===== config.mk =====
export PLATFORM = sky130hd
export DESIGN_NAME = py_uart_rx_fifo
export DESIGN_NICKNAME = d
export VERILOG_FILES = /design/src/rtl/py_uart_rx_fifo.sv
export SDC_FILE = /design/constraint.sdc
export NUM_CORES = 1
export LEC_CHECK = 0
export BUFFER_PORTS_ARGS = -buffer_cell sky130_fd_sc_hd__buf_2
export CAP_MARGIN = 30
export CORE_MARGIN = 4
export CORE_UTILIZATION = 60
export DETAILED_ROUTE_END_ITERATION = 12
export GPL_TIMING_DRIVEN = 1
export PLACE_DENSITY = 0.79
export SLEW_MARGIN = 30
export SYNTH_ARGS = -nofsm -noshare
export SYNTH_HDL_FRONTEND = slang
export SYNTH_SLANG_ARGS = --single-unit

===== constraint.sdc =====
create_clock -name clk -period 4.1 [get_ports clk]
set_input_delay 0.82 -clock clk [delete_from_list [all_inputs] [get_ports clk]]
set_output_delay 0.82 -clock clk [all_outputs]
set_load 0.02 [all_outputs]

===== src/rtl/py_uart_rx_fifo.sv =====
// Receive-side buffer behind the UART core: acknowledges each held byte once
// and queues {err, data} in a first-word-fall-through FIFO with overflow count.
//
//   state    | meaning
//   ---------+-----------------------------------------------------------
//   ST_IDLE  | waiting for rx_valid; capture and push attempt on entry
//   ST_ACK   | read_rx pulse to the UART core (one cycle)
//   ST_DRAIN | wait for rx_valid to fall so the same byte is never re-pushed
module py_uart_rx_fifo #(
  parameter int DEPTH = 16,
  parameter int AW    = 4
) (
  input  logic          clk,
  input  logic          rst,
  input  logic          rx_valid,
  input  logic [7:0]    rxdata,
  input  logic [7:0]    status,
  output logic          read_rx,
  output logic          out_valid,
  output logic [7:0]    out_data,
  output logic          out_err,
  input  logic          out_ready,
  output logic [AW:0]   fifo_count,
  output logic [7:0]    overflow_cnt,
  input  logic          clear_ovf
);

  localparam logic [1:0] ST_IDLE  = 2'd0;
  localparam logic [1:0] ST_ACK   = 2'd1;
  localparam logic [1:0] ST_DRAIN = 2'd2;

  logic [1:0]  state_q, state_d;
  logic [AW-1:0] wr_ptr_q, wr_ptr_d;
  logic [AW-1:0] rd_ptr_q, rd_ptr_d;
  logic [AW:0] count_q, count_d;
  logic [7:0]  ovf_q, ovf_d;
  logic [8:0]  mem_q [DEPTH];

  logic push_try;
  logic push_ok;
  logic drop;
  logic pop;
  logic full;

  // Only bit 0 of status carries meaning for a held byte.
  logic unused_status;
  assign unused_status = ^status[7:1];

  // DEPTH is a power of two, so the count MSB alone marks a full FIFO.
  assign full     = count_q[AW];
  assign pop      = out_valid && out_ready;
  assign push_try = (state_q == ST_IDLE) && rx_valid;
  assign push_ok  = push_try && (!full || pop);
  assign drop     = push_try && !push_ok;

  always_comb begin
    state_d = state_q;
    case (state_q)
      ST_IDLE:  if (rx_valid) state_d = ST_ACK;
      ST_ACK:   state_d = ST_DRAIN;
      ST_DRAIN: if (!rx_valid) state_d = ST_IDLE;
      default:  state_d = ST_IDLE;
    endcase
  end

  always_comb begin
    wr_ptr_d = wr_ptr_q;
    rd_ptr_d = rd_ptr_q;
    count_d  = count_q;
    if (push_ok) wr_ptr_d = wr_ptr_q + AW'(1);
    if (pop)     rd_ptr_d = rd_ptr_q + AW'(1);
    case ({push_ok, pop})
      2'b10:   count_d = count_q + (AW+1)'(1);
      2'b01:   count_d = count_q - (AW+1)'(1);
      default: count_d = count_q;
    endcase
  end

  // A drop in the same cycle as a clear survives as a count of one.
  always_comb begin
    ovf_d = ovf_q;
    if (clear_ovf)                  ovf_d = drop ? 8'd1 : 8'd0;
    else if (drop && ovf_q != 8'hFF) ovf_d = ovf_q + 8'd1;
  end

  always_ff @(posedge clk) begin
    if (rst) begin
      state_q  <= ST_IDLE;
      wr_ptr_q <= '0;
      rd_ptr_q <= '0;
      count_q  <= '0;
      ovf_q    <= '0;
    end else begin
      state_q  <= state_d;
      wr_ptr_q <= wr_ptr_d;
      rd_ptr_q <= rd_ptr_d;
      count_q  <= count_d;
      ovf_q    <= ovf_d;
    end
  end

  always_ff @(posedge clk) begin
    if (push_ok && !rst) mem_q[wr_ptr_q] <= {status[0], rxdata};
  end

  assign read_rx      = (state_q == ST_ACK);
  assign out_valid    = (count_q != '0);
  assign out_err      = mem_q[rd_ptr_q][8];
  assign out_data     = mem_q[rd_ptr_q][7:0];
  assign fifo_count   = count_q;
  assign overflow_cnt = ovf_q;

endmodule


* Yosys cells after proc, flatten, opt, wreduce, memory -nomap -nowiden *
Memories as Yosys holds them, arrays and structs flattened. A register that Yosys moved wholly into a read port is not among the register bits.
Index checks and enable logic that the tools add are counted.

word-level totals
  input bits = 21
  memories = 1
  flip-flop bits (word level) = 23
  word-level logic and storage cells = 44
  RAM bits = 144

operators by class
  equal/unequal tests = 7
  muxes and demuxes = 11
  reduce and logical (&&, ||, !) cells = 15
  $add $sub $neg = 5

memory list
  name   depth  bits a word  rd ports  clocked after memory_dff  write ports  line  text
  mem_q  16     9            1         1                         1            37    logic [8:0] mem_q [DEPTH];

operators by type and width
  kind                                              number
  2-to-1 mux 8 bit                                  2
  case mux 5 bit (2 select lines)                   1
  adder 4 x 1 -> 4 bit, second input constant       2
  adder 8 x 1 -> 8 bit, second input constant       1
  2-to-1 mux 4 bit                                  2
  != test 8 bit, second input constant              1
  logical AND 1 bit                                 6
  case mux 2 bit (3 select lines)                   1
  adder 5 x 1 -> 5 bit, second input constant       1
  nonzero test 5 bit                                1
  subtractor 5 x 1 -> 5 bit, second input constant  1
  == test 2 x 1 -> 1 bit, second input constant     2
  == test 2 bit, second input constant              2
  2-to-1 mux 2 bit                                  2
  != test 2 bit, second input constant              2
  nonzero test 2 bit                                2
  zero test 1 bit                                   3
  2-to-1 mux 1 bit                                  3
  zero test 2 bit                                   1
  AND reduction 2 bit                               1
  logical OR 1 bit                                  1

* Logic depth before layout (Yosys ltp) *
  depth in word-level cells = 9
  mapped depth = 11
  gate-level depth less buffers = 11

* Least setup slack after synthesis *
OpenSTA, ideal clock, no wires.

  kind = input -> register
  from = in rx_valid
  to = reg count_q[4] (netlist: fifo_count[4])
  arrival time = 3.275 ns
  buffers on the path = 0
  path slack = 0.704 ns
  setup time = 0.121 ns
  data required time = 3.979 ns
  stages on the path = 10
  cell sequence = or3b_4 -> nor2_1 -> inv_1 -> ha_1 -> xor2_1 -> ha_1 -> nor4b_1 -> o31a_1 -> mux2i_1 -> mux2_2

on the way
  longest elaborated chain between the ends = 4
  elaborated cells on any way between the ends = 6
  those cells by class = eq/ne: 2; mux: 1; reduce/logical: 3

RTL lines
  element                                                                       line  text
  start: declaration                                                            15    input logic rx_valid,
  logical AND 1 bit *                                                           52    assign push_try = (state_q == ST_IDLE) && rx_valid;
  logical AND 1 bit *                                                           53    assign push_ok = push_try && (!full || pop);
  == test 2 x 1 -> 1 bit / == test 2 bit (equally long branches)                72    case ({push_ok, pop})
  case mux 5 bit (2 select lines) / nonzero test 2 bit (equally long branches)  --
  end signal: assignment                                                        97    count_q <= count_d;
  end: declaration                                                              35    logic [AW:0] count_q, count_d;

Mark *: on every way between the ends. The rest lies on a longest branch, timed or not.
A chain may end at the register's enable or synchronous reset.

* Worst setup path after layout *
  from = reg count_q[2] (netlist: fifo_count[2])
  to = reg count_q[4] (netlist: fifo_count[4])

on the way
  longest elaborated chain between the ends = 6
  elaborated cells on any way between the ends = 10
  those cells by class = add/sub: 2; eq/ne: 2; mux: 1; reduce/logical: 5

RTL lines
  element                                                                       line  text
  nonzero test 5 bit *                                                          107   assign out_valid = (count_q != '0);
  logical AND 1 bit *                                                           51    assign pop = out_valid && out_ready;
  via pop                                                                       42    logic pop;
  logical OR 1 bit                                                              53
  logical AND 1 bit                                                             53
  == test 2 x 1 -> 1 bit / == test 2 bit (equally long branches)                72
  case mux 5 bit (2 select lines) / nonzero test 2 bit (equally long branches)  --

Mark *: on every way through the listed nets, which the timed path passes. The rest lies on a longest branch.

==> results.txt <==
TritonRoute pass-1 iters - 5
CP bufs+invs - 0
DR vias - 3584
Gate Count Post-Synth - 372
Final core occ - 0.714
Nets - 461
Tot Pwr - 4.52 mW
Worst-path clk slew - 0.06 ns
Hold Path Depth - 2
Via density - 6.13
Final Skew - 0.00896 ns
Synth Net Count - 402
# hold bufs at CTS - 0
Flops & latches, synth - 171
CTS resizes - 0
Area leader, netlist - edfxtp_1
Worst slack, placed - 0.522 ns
CTS Buf Count - 17
Gpl congestion - 0.855
Async S/R FF share, synth - 0
Worst EP arrival - 3.49 ns
Startpoint types - flop
Tot GR Track Use - 0.231
Starting Density - 0.620
Layout fillers - 671
CP Capture Type - flop
F_max - 315 MHz
Period utilization - 0.774
Worst hold margin - 0.519 ns
Layout cell share with drive strength beyond 1 - 0.313
Top cells by count, synth - edfxtp_1, mux4_2, nor2_1
Grt ovf - 0
Vias in the first global route - 3700
Root buffer cell - clkbuf_16
Final wirelength - 13800 µm
Critical setup path kind - flop to flop
Worst-path fanout max - 6
Core area - 0.0110 mm²
Post-DP HPWL - 8330 µm
Fin cells - 585
Maxcap violations - 0
Crit path cell chain - or2_2, o41a_1, ha_1, xor2_1, ha_1, nor4b_1, o31a_1, mux2i_1, mux2_2
Largest net degree at the start of global routing - 37
Unrepaired setup endpoints after global routing - no
Clock Tree Buf Depth - 2
Slew headroom - 0.466
Unique masters post-synth - 42
Post-synth top area share - 0.635
Placed Instances - 552
DRC - 0
Tmin final - 3.17 ns
Cell depth of the worst setup path - 9
Die ar. - 0.0131 mm²
DR iter-0 viols - 448
Least-Margin Pin Slew - 0.800 ns
Worst reg2reg path depth - 9
Dominant cells by area after synthesis - edfxtp_1, mux4_2, dfxtp_1
H-tree levels - 4
Critical-path top delay cell - nor4b_1
Setup WS post-layout - 0.926 ns
Chip Width - 115 µm
Site Rows - 38
Setup TNS - 0 ns
Most common cell in the netlist - edfxtp_1
Die Y-Extent - 115 µm
Most repeated library cell on the critical path - ha_1
EDFF count, synth - 144
Delay-heaviest family, CP - simple AND/OR/NAND/NOR gates
Pwr/cell area - 576 mW/mm²
Final Max Slew Viols - 0
Crit-path max cell delay - 0.45 ns
Synth Cell Area - 0.00681 mm²
Post-CTS setup repair buffer count - 0
Status - completed
TritonCTS clock tree - built
I/O Buffers - 37
Synth warn - 0
First-pass GRT wire length - 21700 µm
Seq/Total Area, Yosys - 0.715
Endpoints failing setup - 0
Hold Vio Cnt, Final - 0
Min-delay worst type - flop to flop
Syn Area/Cell - 18.3 µm²
Max VDD drop - 451 µV
I/O Pins - 45
WL per Instance - 23.6 µm
Antenna violations before repair - 1
CP Data Required Time - 4.41 ns
Cell area after layout - 0.00784 mm²
Worst-Skew Late Latency - 0.43 ns
Leak pwr - 2.64 nW
Final ANT Viol Nets - 0
Area Growth Syn to Fin - 15.2%
Clk sinks - 171
Synth Flop Type - edfxtp_1
Post-DP Area - 0.00724 mm²
## tightest hold or removal path, delay by kind of cell, from the launching register on
family	cells	cell delay, ns
AO/OA/AOI/OAI	1	0.05
AND/OR/NAND/NOR	1	0.07
flip-flops	1	0.35
## placed cells by master, fill, tap and decap left out, drive strengths merged, types with 7 or more instances in the layout
cell type  synthesis  final
xnor2              8      8
buf               10     56
xor2               7      7
clkbuf             6     20
mux4              45     45
nor2              41     41
inv                8     16
nand2             14     14
ha                 9      9
nor3              11     11
dfxtp             27     27
edfxtp           144    144
## registers in the layout (all words and copies together), names as in the netlist, named ones only
name          count
mem_q           144
overflow_cnt      8
wr_ptr_q          4
state_q           2
fifo_count        5
rd_ptr_q          4
## area by class of cell
cell class	instances	area, µm²	area share
clock buffer	20	500	0.0638
antenna	1	2.50	0.000319
tap	140	175	0.0223
multi-input combinational	177	1830	0.234
clock inverter	12	95.1	0.0121
timing repair buffer	56	340	0.0434
sequential	171	4870	0.621
inverter	8	30.0	0.00383
## path summary, 6_finish.rpt
kind	slack [ns]	from	to
max	0.93	fifo_count[2]	fifo_count[4]
min reg2reg	0.52	wr_ptr_q[1]	wr_ptr_q[1]
min	0.52	wr_ptr_q[1]	wr_ptr_q[1]
max reg2reg	0.93	fifo_count[2]	fifo_count[4]
## routing by layer
layer	routed length (µm)	global-route usage
met1	5490	0.314
met2	6860	0.366
met3	1060	0.0550
met4	379	0.0871
met5	0	0
## kinds of logic (layout without fill, tap and decap cells)
| group | count (synthesis) | in the layout | share of synthesized area |
|---|---|---|---|
| DFF | 171 | 171 | 0.715 |
| buffers and inverters | 24 | 96 | 0.0162 |
| adders and majority gates | 9 | 9 | 0.0165 |
| and+or+nand+nor | 89 | 89 | 0.0619 |
| other | 0 | 1 | 0 |
| xor gates and xnor gates | 15 | 15 | 0.0193 |
| muxes | 50 | 50 | 0.156 |
| AOI/OAI and AO/OA | 14 | 14 | 0.0149 |
## report_power, final
part           switching, mW  leakage (nW)  internal [mW]
registers             0.0544          1.52           1.94
clock network          0.694         0.300          0.899
logic                  0.475         0.827          0.460
(Power assumes the default switching activity.)
